===== src/rtl/dice_race_game_ctrl_if.sv =====
// Dice race controller bundle: menu/dice/renderer inputs and the
// position/turn/winner outputs consumed by the UI generator.
//
// Handshake semantics: confirm and dice_valid are single-cycle strobes
// sampled on the rising clock edge with no back-pressure; turn_done may be
// a pulse or a level; pos_valid is a single-cycle strobe marking a cycle in
// which a position has just changed; winner_valid is a level held while the
// game is won.
//
// Modports:
//   master - drives the inputs of the controller, observes its outputs
//   slave  - the controller side
interface dice_race_game_ctrl_if;
  logic       confirm;
  logic       menu_select;
  logic       dice_valid;
  logic [2:0] dice_value;
  logic       turn_done;
  logic       is_intro_state;
  logic [3:0] p1_pos;
  logic [3:0] p2_pos;
  logic       pos_valid;
  logic       winner_valid;
  logic       turn;
  logic       winner;
  logic [1:0] state_dbg;

  modport master (
    output confirm, menu_select, dice_valid, dice_value, turn_done,
    input  is_intro_state, p1_pos, p2_pos, pos_valid, winner_valid,
           turn, winner, state_dbg
  );

  modport slave (
    input  confirm, menu_select, dice_valid, dice_value, turn_done,
    output is_intro_state, p1_pos, p2_pos, pos_valid, winner_valid,
           turn, winner, state_dbg
  );
endinterface


===== src/rtl/dice_race_game_ctrl.sv =====
// Turn-based dice race game controller.
//
// Sequences INTRO -> (WAIT_ROLL <-> WAIT_ANIM)* -> WIN -> INTRO. Accepts a
// legal dice roll for the active player, advances that player's tile
// (saturating at FINISH_TILE), waits for the renderer's turn_done (or a
// timeout), then either hands the turn over or declares the winner.
//
// Ports:
//   clk      - system clock
//   reset_n  - asynchronous active-low reset, synchronous release
//   bus      - dice_race_game_ctrl_if.slave: confirm, menu_select,
//              dice_valid, dice_value, turn_done in; is_intro_state,
//              p1_pos, p2_pos, pos_valid, winner_valid, turn, winner,
//              state_dbg (current FSM state) out. All outputs registered.
module dice_race_game_ctrl #(
  parameter int FINISH_TILE  = 15,
  parameter int ANIM_TIMEOUT = 50_000_000,
  parameter int DICE_MAX     = 6
) (
  input  logic                  clk,
  input  logic                  reset_n,
  dice_race_game_ctrl_if.slave  bus
);

  localparam int CNT_W = $clog2(ANIM_TIMEOUT) + 1;
  localparam logic [CNT_W-1:0] CNT_LAST = CNT_W'(ANIM_TIMEOUT - 1);
  localparam logic [3:0] FINISH = 4'(FINISH_TILE);

  typedef enum logic [1:0] {
    ST_INTRO     = 2'd0,
    ST_WAIT_ROLL = 2'd1,
    ST_WAIT_ANIM = 2'd2,
    ST_WIN       = 2'd3
  } state_t;

  state_t           state, state_n;
  logic [3:0]       p1_q, p1_n;
  logic [3:0]       p2_q, p2_n;
  logic             turn_q, turn_n;
  logic             winner_q, winner_n;
  logic             wv_q, wv_n;
  logic             intro_q, intro_n;
  logic             pv_q, pv_n;
  logic [CNT_W-1:0] cnt_q, cnt_n;

  logic [3:0] active_pos;
  logic [4:0] sum;
  logic [3:0] moved_pos;
  logic       roll_ok;
  logic       anim_done;

  assign active_pos = turn_q ? p2_q : p1_q;

  // Five-bit sum so a roll near the finish clamps instead of wrapping.
  assign sum       = {1'b0, active_pos} + {2'b00, bus.dice_value};
  assign moved_pos = (sum > {1'b0, FINISH}) ? FINISH : sum[3:0];

  assign roll_ok   = bus.dice_valid &&
                     (bus.dice_value != 3'd0) &&
                     (bus.dice_value <= 3'(DICE_MAX));

  assign anim_done = bus.turn_done || (cnt_q == CNT_LAST);

  always_ff @(posedge clk or negedge reset_n) begin
    if (!reset_n) begin
      state    <= ST_INTRO;
      p1_q     <= 4'd0;
      p2_q     <= 4'd0;
      turn_q   <= 1'b0;
      winner_q <= 1'b0;
      wv_q     <= 1'b0;
      intro_q  <= 1'b1;
      pv_q     <= 1'b0;
      cnt_q    <= '0;
    end else begin
      state    <= state_n;
      p1_q     <= p1_n;
      p2_q     <= p2_n;
      turn_q   <= turn_n;
      winner_q <= winner_n;
      wv_q     <= wv_n;
      intro_q  <= intro_n;
      pv_q     <= pv_n;
      cnt_q    <= cnt_n;
    end
  end

  always_comb begin
    state_n  = state;
    p1_n     = p1_q;
    p2_n     = p2_q;
    turn_n   = turn_q;
    winner_n = winner_q;
    wv_n     = wv_q;
    intro_n  = intro_q;
    pv_n     = 1'b0;
    cnt_n    = cnt_q;

    case (state)
      ST_INTRO: begin
        // END GAME selection leaves the menu untouched.
        if (bus.confirm && !bus.menu_select) begin
          p1_n    = 4'd0;
          p2_n    = 4'd0;
          turn_n  = 1'b0;
          intro_n = 1'b0;
          state_n = ST_WAIT_ROLL;
        end
      end

      ST_WAIT_ROLL: begin
        // A roll takes priority; turn_done has no meaning here.
        if (roll_ok) begin
          if (turn_q) p2_n = moved_pos;
          else        p1_n = moved_pos;
          pv_n    = 1'b1;
          cnt_n   = '0;
          state_n = ST_WAIT_ANIM;
        end
      end

      ST_WAIT_ANIM: begin
        if (cnt_q != CNT_LAST) cnt_n = cnt_q + 1'b1;
        if (anim_done) begin
          if (active_pos == FINISH) begin
            winner_n = turn_q;
            wv_n     = 1'b1;
            state_n  = ST_WIN;
          end else begin
            turn_n  = ~turn_q;
            state_n = ST_WAIT_ROLL;
          end
        end
      end

      ST_WIN: begin
        if (bus.confirm) begin
          wv_n    = 1'b0;
          p1_n    = 4'd0;
          p2_n    = 4'd0;
          turn_n  = 1'b0;
          intro_n = 1'b1;
          state_n = ST_INTRO;
        end
      end

      default: state_n = ST_INTRO;
    endcase
  end

  assign bus.is_intro_state = intro_q;
  assign bus.p1_pos         = p1_q;
  assign bus.p2_pos         = p2_q;
  assign bus.pos_valid      = pv_q;
  assign bus.winner_valid   = wv_q;
  assign bus.turn           = turn_q;
  assign bus.winner         = winner_q;
  assign bus.state_dbg      = state;

endmodule


===== src/flat_wrapper.sv =====
// flat-port wrapper written by rule: the top's interface ports become plain ports
module dice_race_game_ctrl_flat 
#(
  parameter int FINISH_TILE  = 15,
  parameter int ANIM_TIMEOUT = 50_000_000,
  parameter int DICE_MAX     = 6
)
  (clk, reset_n, bus_confirm, bus_menu_select, bus_dice_valid, bus_dice_value, bus_turn_done, bus_is_intro_state, bus_p1_pos, bus_p2_pos, bus_pos_valid, bus_winner_valid, bus_turn, bus_winner, bus_state_dbg);
  dice_race_game_ctrl_if bus_i ();
  input  logic clk;
  input  logic reset_n;
  input wire logic [$bits(bus_i.confirm)-1:0] bus_confirm;
  input wire logic [$bits(bus_i.menu_select)-1:0] bus_menu_select;
  input wire logic [$bits(bus_i.dice_valid)-1:0] bus_dice_valid;
  input wire logic [$bits(bus_i.dice_value)-1:0] bus_dice_value;
  input wire logic [$bits(bus_i.turn_done)-1:0] bus_turn_done;
  output wire logic [$bits(bus_i.is_intro_state)-1:0] bus_is_intro_state;
  output wire logic [$bits(bus_i.p1_pos)-1:0] bus_p1_pos;
  output wire logic [$bits(bus_i.p2_pos)-1:0] bus_p2_pos;
  output wire logic [$bits(bus_i.pos_valid)-1:0] bus_pos_valid;
  output wire logic [$bits(bus_i.winner_valid)-1:0] bus_winner_valid;
  output wire logic [$bits(bus_i.turn)-1:0] bus_turn;
  output wire logic [$bits(bus_i.winner)-1:0] bus_winner;
  output wire logic [$bits(bus_i.state_dbg)-1:0] bus_state_dbg;
  assign bus_i.confirm = bus_confirm;
  assign bus_i.menu_select = bus_menu_select;
  assign bus_i.dice_valid = bus_dice_valid;
  assign bus_i.dice_value = bus_dice_value;
  assign bus_i.turn_done = bus_turn_done;
  assign bus_is_intro_state = bus_i.is_intro_state;
  assign bus_p1_pos = bus_i.p1_pos;
  assign bus_p2_pos = bus_i.p2_pos;
  assign bus_pos_valid = bus_i.pos_valid;
  assign bus_winner_valid = bus_i.winner_valid;
  assign bus_turn = bus_i.turn;
  assign bus_winner = bus_i.winner;
  assign bus_state_dbg = bus_i.state_dbg;
  dice_race_game_ctrl #(.FINISH_TILE(FINISH_TILE), .ANIM_TIMEOUT(ANIM_TIMEOUT), .DICE_MAX(DICE_MAX)) u_core (.clk(clk), .reset_n(reset_n), .bus(bus_i));
endmodule

===== config.mk =====
export PLATFORM = sky130hd
export DESIGN_NAME = dice_race_game_ctrl_flat
export DESIGN_NICKNAME = d
export VERILOG_FILES = /design/src/rtl/dice_race_game_ctrl_if.sv /design/src/rtl/dice_race_game_ctrl.sv /design/src/flat_wrapper.sv
export SDC_FILE = /design/constraint.sdc
export NUM_CORES = 1
export LEC_CHECK = 0
export BUFFER_PORTS_ARGS = -buffer_cell sky130_fd_sc_hd__buf_2
export CAP_MARGIN = 0
export CORE_MARGIN = 2
export CORE_UTILIZATION = 45
export DETAILED_ROUTE_END_ITERATION = 10
export PLACE_DENSITY = 0.65
export SYNTH_ARGS = -nofsm -noshare
export SYNTH_HDL_FRONTEND = slang
export SYNTH_SLANG_ARGS = --single-unit

===== constraint.sdc =====
create_clock -name clk -period 5.95 [get_ports clk]
set_input_delay 0.595 -clock clk [delete_from_list [all_inputs] [get_ports clk]]
set_output_delay 0.595 -clock clk [all_outputs]
set_load 0.1 [all_outputs]

* Word level (Yosys, flattened, before mapping)
Cells that the tools add are included.
W data, S select, Z words.
** Operators by class
- Equal/unequal tests :: 15
- $add $sub $neg :: 2
- Bitwise logic cells :: 1
- Reductions and logical operators :: 20
- $lt $le $gt $ge :: 2
- Multiplexer cells :: 31
** Operator list (count)
- $mux W27 :: 2
- $pmux W27 S2 :: 1
- $mux W4 :: 8
- $add A27 B1 Y27 const B :: 1
- $eq A27 B26 Y1 const B :: 1
- $ne A27 B26 Y1 const B :: 1
- $pmux W4 S3 :: 2
- $reduce_and A5 Y1 :: 3
- $ne A2 B1 Y1 const B :: 6
- $mux W2 :: 5
- $mux W1 :: 9
- $reduce_and A3 Y1 :: 3
- $reduce_bool A3 Y1 :: 3
- $pmux W2 S4 :: 1
- $reduce_and A4 Y1 :: 2
- $ne A2 B2 Y1 const B :: 3
- $reduce_bool A2 Y1 :: 3
- $add A4 B3 Y5 :: 1
- $gt A5 B4 Y1 const B :: 1
- $eq A2 B2 Y1 const B :: 2
- $eq A4 B4 Y1 const B :: 1
- $pmux W1 S2 :: 2
- $le A3 B3 Y1 const B :: 1
- $logic_and A1 B1 Y1 :: 3
- 6 further kinds :: 6
** Word-level totals
- Bits of input ports :: 9
- Output and inout bits :: 15
- Logic and storage cells :: 80
- Register bits after elaboration :: 42

* Logic depth before layout (Yosys ltp)
- Word-level depth :: 7
- Gate-level depth with buffers :: 10
- Depth with buffers taken out :: 9

* Least setup slack after synthesis
Ideal clock, no wire load.
- Path type :: reg-to-reg
- Start :: register u_core.turn_q, in the netlist u_core.bus.turn
- End :: register u_core.p1_q[3], in the netlist u_core.bus.p1_pos[3]
- Data arrival time :: 2.618 ns
- Period minus slack after synthesis :: 2.744 ns
- Setup time :: 0.126 ns
- Path slack :: 3.206 ns
- Buffers on the path :: 1
- Stages on the path, launching flop included :: 9
- Data required time :: 5.824 ns
- Path through :: dfrtp_1 > clkbuf_1 > mux2i_1 > inv_1 > ha_1 > a21o_1 > a211oi_1 > a311oi_1 > mux2_2
** Between the ends
- Longest elaborated chain between the ends :: 7
- Elaborated cells between the ends (all ways) :: 9
- Those cells by class :: add/sub (1); order compare (1); eq/ne (1); mux (5); reduce/logical (1)
** Ends and longest elaborated chain
- from (decl) :: RTL line dice_race_game_ctrl.sv:39 : logic turn_q, turn_n;
- from (signal assigned) :: RTL line dice_race_game_ctrl.sv:79 : turn_q <= turn_n;
- $mux W4 :: RTL line dice_race_game_ctrl.sv:52 : assign active_pos = turn_q ? p2_q : p1_q;
- $add A4 B3 Y5 :: RTL line dice_race_game_ctrl.sv:55 : assign sum = {1'b0, active_pos} + {2'b00, bus.dice_value};
- $gt A5 B4 Y1 :: RTL line dice_race_game_ctrl.sv:56 : assign moved_pos = (sum > {1'b0, FINISH}) ? FINISH : sum[3:0];
- $mux W4 :: RTL line dice_race_game_ctrl.sv:56
- $mux W4 :: RTL line dice_race_game_ctrl.sv:114 : if (turn_q) p2_n = moved_pos;
- $mux W4 :: RTL line dice_race_game_ctrl.sv:113 : if (roll_ok) begin
- $pmux W4 S3 :: RTL line dice_race_game_ctrl.sv:99 : case (state)
- to (signal assigned) :: RTL line dice_race_game_ctrl.sv:77 : p1_q <= p1_n;
- to (decl) :: RTL line dice_race_game_ctrl.sv:37 : logic [3:0] p1_q, p1_n;
Parallel ways exist; a longest one is shown, timed or not. The select of a mux whose other input is x is not followed.
A chain may end at the register's enable or synchronous reset.

* Final worst setup path
- Start :: register u_core.cnt_q[0]
- End :: register u_core.cnt_q[0]
** Between the ends
- Longest elaborated chain between the ends :: 3
- Elaborated cells between the ends (all ways) :: 6
- Those cells by class :: add/sub (1); eq/ne (2); mux (2); reduce/logical (1)
** Ends and longest elaborated chain
- from (decl) :: RTL line dice_race_game_ctrl.sv:44 : logic [CNT_W-1:0] cnt_q, cnt_n;
- from (signal assigned) :: RTL line dice_race_game_ctrl.sv:84 : cnt_q <= cnt_n;
- $add A27 B1 Y27 / $ne A27 B26 Y1 (equally long branches) :: RTL line dice_race_game_ctrl.sv:123 : if (cnt_q != CNT_LAST) cnt_n = cnt_q + 1'b1;
- $mux W27 / $ne A2 B1 Y1 (equally long branches)
- $pmux W27 S2 / $reduce_and A3 Y1 (equally long branches)
Parallel ways exist; a longest one is shown, timed or not. The select of a mux whose other input is x is not followed.

==> summary.txt <==
Clock tree
  – Cts bufs inserted: 5
  – Clock tree sinks: 42
  – Clk Latency, worst-skew pair: 290 ps
  – Hold_buf cts: 0
  – CTS tree: built
  – Clk buf depth: 2
  – CTS resizes: 0
  – H-tree Lvls: 2
  – Setup bufs post-CTS: 0
  – Root Driver: clkbuf_8
  – Clk pin slew, worst setup/hold paths: 80 ps

Final layout
  – Finished Layout Cells: approximately 340
  – Ant. Diodes: 0
  – Area Overhead vs Synth: 9.22%
  – Most frequent cells in the layout: 41 x dfrtp_1, 23 x buf_2, 21 x nor2_1
  – Register area: 0.00105 mm²
  – Commonest non-fill, non-tap cell in the layout: dfrtp_1
  – Area occupied by multi-input gates: ~0.0013 mm²
  – Share of cells above drive strength 1: around 18%
  – FILL cells: 493
  – Nets: between 200 and 300

Yosys
  – Main combinational cell family by area after synthesis: simple AND/OR/NAND/NOR gates
  – Compound-Gate Fraction of Synth Area: between 10% and 20%
  – Post-synthesis cell count: 256
  – Syn nets: 270
  – Mean Syn Cell Area: 9.60 µm²
  – Seq/Total Area, Yosys: between 40 and 50%
  – Post-synthesis xor/xnor area fraction: 4.63%
  – Synth Area in Simple Gates: 26.6%
  – Post-synth EDFFs: 0
  – Async set-reset flop share out of synthesis: 100%
  – Cell Area, Synth: 0.00246 mm²
  – #FFs+latches synth: 42
  – Post-Synth Adder-Cell Area: 2.85%
  – Dominant synthesized flop cell: dfrtp_1
  – Post-synthesis mux area share: 6.01%
  – YS warnings: 0
  – Distinct cell type count after synthesis: 55

Critical path
  – CP Capture Type: flop
  – Crit path cell chain: ha_1 -> nor4bb_1 -> nand4_1 -> nor3_4 -> nor3_1 -> a311o_1
  – Crit path max-delay family: simple AND/OR/NAND/NOR gates
  – Worst path required time: 6130 ps
  – Worst reg2reg path startpoint: u_core.cnt_q[0]
  – Worst setup SP type: flop
  – R2R setup slack: 3540 ps
  – Buffers & Inverters on Critical Path: 0
  – Max Fanout on Critical Path: 21
  – Crit path kind: reg -> reg
  – Critical path arrival: 2580 ps
  – Worst Setup SP: u_core.cnt_q[0]
  – Max stage delay on crit path: 630 ps
  – Crit-path slowest cell: nor3_4

Die
  – Die Span Y: between 70 and 80 µm
  – Initial Util: 47.5%
  – Core Area: 0.00517 mm²
  – Ports: 24
  – Die width: between 70 and 80 µm
  – Cell Rows: 26
  – Total Die Area: approximately 0.0061 mm²

Timing
  – Slew HR: 37.2%
  – Hold Vio Cnt, Final: 0
  – TNS Setup: 0 ps
  – Fmax: 0.415 GHz
  – RSZ-0062 raised after global routing: no
  – Fin crit share: 40.5%
  – Final Skew: 9.76 ps
  – Final Max Tran Viols: 0
  – # setup viols final: 0
  – Worst-margin pin slew: 942 ps
  – Tmin final: 2410 ps

Global routing
  – Antenna violations before repair: 0
  – Grt total ovfl: 0
  – Pin count of the biggest net entering global routing: 43
  – Vias in the first global route: 1803
  – First-pass GRT wire length: 8.58 mm
  – GRT Total Usage: 17.4%

Drt
  – Via count: 1944
  – Antenna-violating nets left: 0
  – WL per Instance: 14.5 µm
  – Drt first-iter violations: 95
  – Drc violations: 0
  – Vias per cell: 5.65
  – Pre-Repair DR Iteration Count: 4
  – Routed WL: about 5 mm

Placement
  – Dpl cells: 338
  – Port bufs: 23
  – RePlAce Congestion: 0.887
  – Hpwl dp: roughly 3.6 mm

Power
  – Leakage: 0.00125 µW
  – Peak VDD IR: about 0.28 mV
  – Power density over cell area: 413 mW/mm²

Job
  – Max Cap Viol: 0

Outcome
  – Status: finished clean

Hold path
  – Worst hold path class: in -> async
[registers in the layout (all words and copies together) (netlist names)]
register and flops:
u_core.bus.winner 1, u_core.bus.p1_pos 4, u_core.bus.turn 1, u_core.bus.state_dbg 2
u_core.bus.p2_pos 4, u_core.bus.winner_valid 1, u_core.cnt_q 27, u_core.bus.pos_valid 1
u_core.bus.is_intro_state 1
[synthesized netlist by cell type (2+ instances only)]
cell / instances / share of area, %
dfrtp_1: 41 / 42
nor2_1: 21 / 3.2
nand2_1: 19 / 2.9
nand3_1: 15 / 3.1
a21oi_1: 13 / 2.6
inv_1: 12 / 1.8
mux2_2: 10 / 4.6
o21ai_0: 10 / 2.0
and3_1: 8 / 2.0
nand4_1: 8 / 2.0
xnor2_1: 8 / 2.9
clkbuf_1: 7 / 1.1
nor3_1: 7 / 1.4
or3_1: 6 / 1.5
xor2_1: 5 / 1.8
ha_1: 4 / 2.0
nor2b_1: 4 / 1.0
a211oi_1: 3 / 0.92
a31oi_1: 3 / 0.76
nor4_1: 3 / 0.76
o211ai_1: 3 / 0.92
o31ai_1: 3 / 0.92
or4_1: 3 / 0.92
or4b_1: 3 / 1.2
a21o_1: 2 / 0.61
and2_1: 2 / 0.51
buf_2: 2 / 0.41
buf_6: 2 / 0.92
mux2i_1: 2 / 0.81
nand2b_1: 2 / 0.51
[metal layers]
metal,vias up,share of wire [%],track usage (%)
li1,967,-,-
met1,950,49,24.3
met2,23,47,27.6
met3,4,2.8,3.95
met4,0,0.64,3.68
met5,-,0,0
[final timing paths]
check / cells past startpoint / end
setup / recovery: 6 / u_core.cnt_q[0]
hold / removal: 1 / u_core.cnt_q[3]
setup reg to reg: 6 / u_core.cnt_q[0]
hold reg to reg: 1 / u_core.cnt_q[6]
max in group asynchronous: 1 / u_core.bus.p1_pos[0]
min in group clk: 1 / u_core.cnt_q[6]
[stage by stage]
stage,util (%),setup slack [ps],power (µW),cell area (µm²),hold WS [ps]
2_1_floorplan,-,3210,833,2460,299
3_3_place_gp,50.3,3530,927,2600,490
3_5_place_dp,50.3,3520,931,2600,506
4_1_cts,51.9,3550,1120,2680,479
5_1_grt,51.9,3320,1170,2680,532
6_report,51.9,3540,1110,2680,441
[report_power, final]
group,leakage [µW],switching (µW),internal [µW]
Combinational,0.000638,396,134
Sequential,0.000571,68.1,329
Clock,0.0000431,92.1,89.6
Total,0.00125,556,552
[layout make-up]
cell class / instances / share of cell area (%)
clock buffers: 6 / 3.08
inverters: 12 / 1.68
multi-input cells: 191 / 48.5
flip-flops and latches: 42 / 39.2
well taps: 70 / 3.26
repair buffers: 23 / 4.29
[cells by family (layout without fill, tap and decap cells)]
family / after synthesis / in the layout
buf+inv: 23 / 41
flops: 42 / 42
compound gates: 47 / 47
xor+xnor: 13 / 13
fa+ha+maj: 5 / 5
mux: 13 / 13
simple gates: 113 / 113
Power figures use the tool's default switching activity.
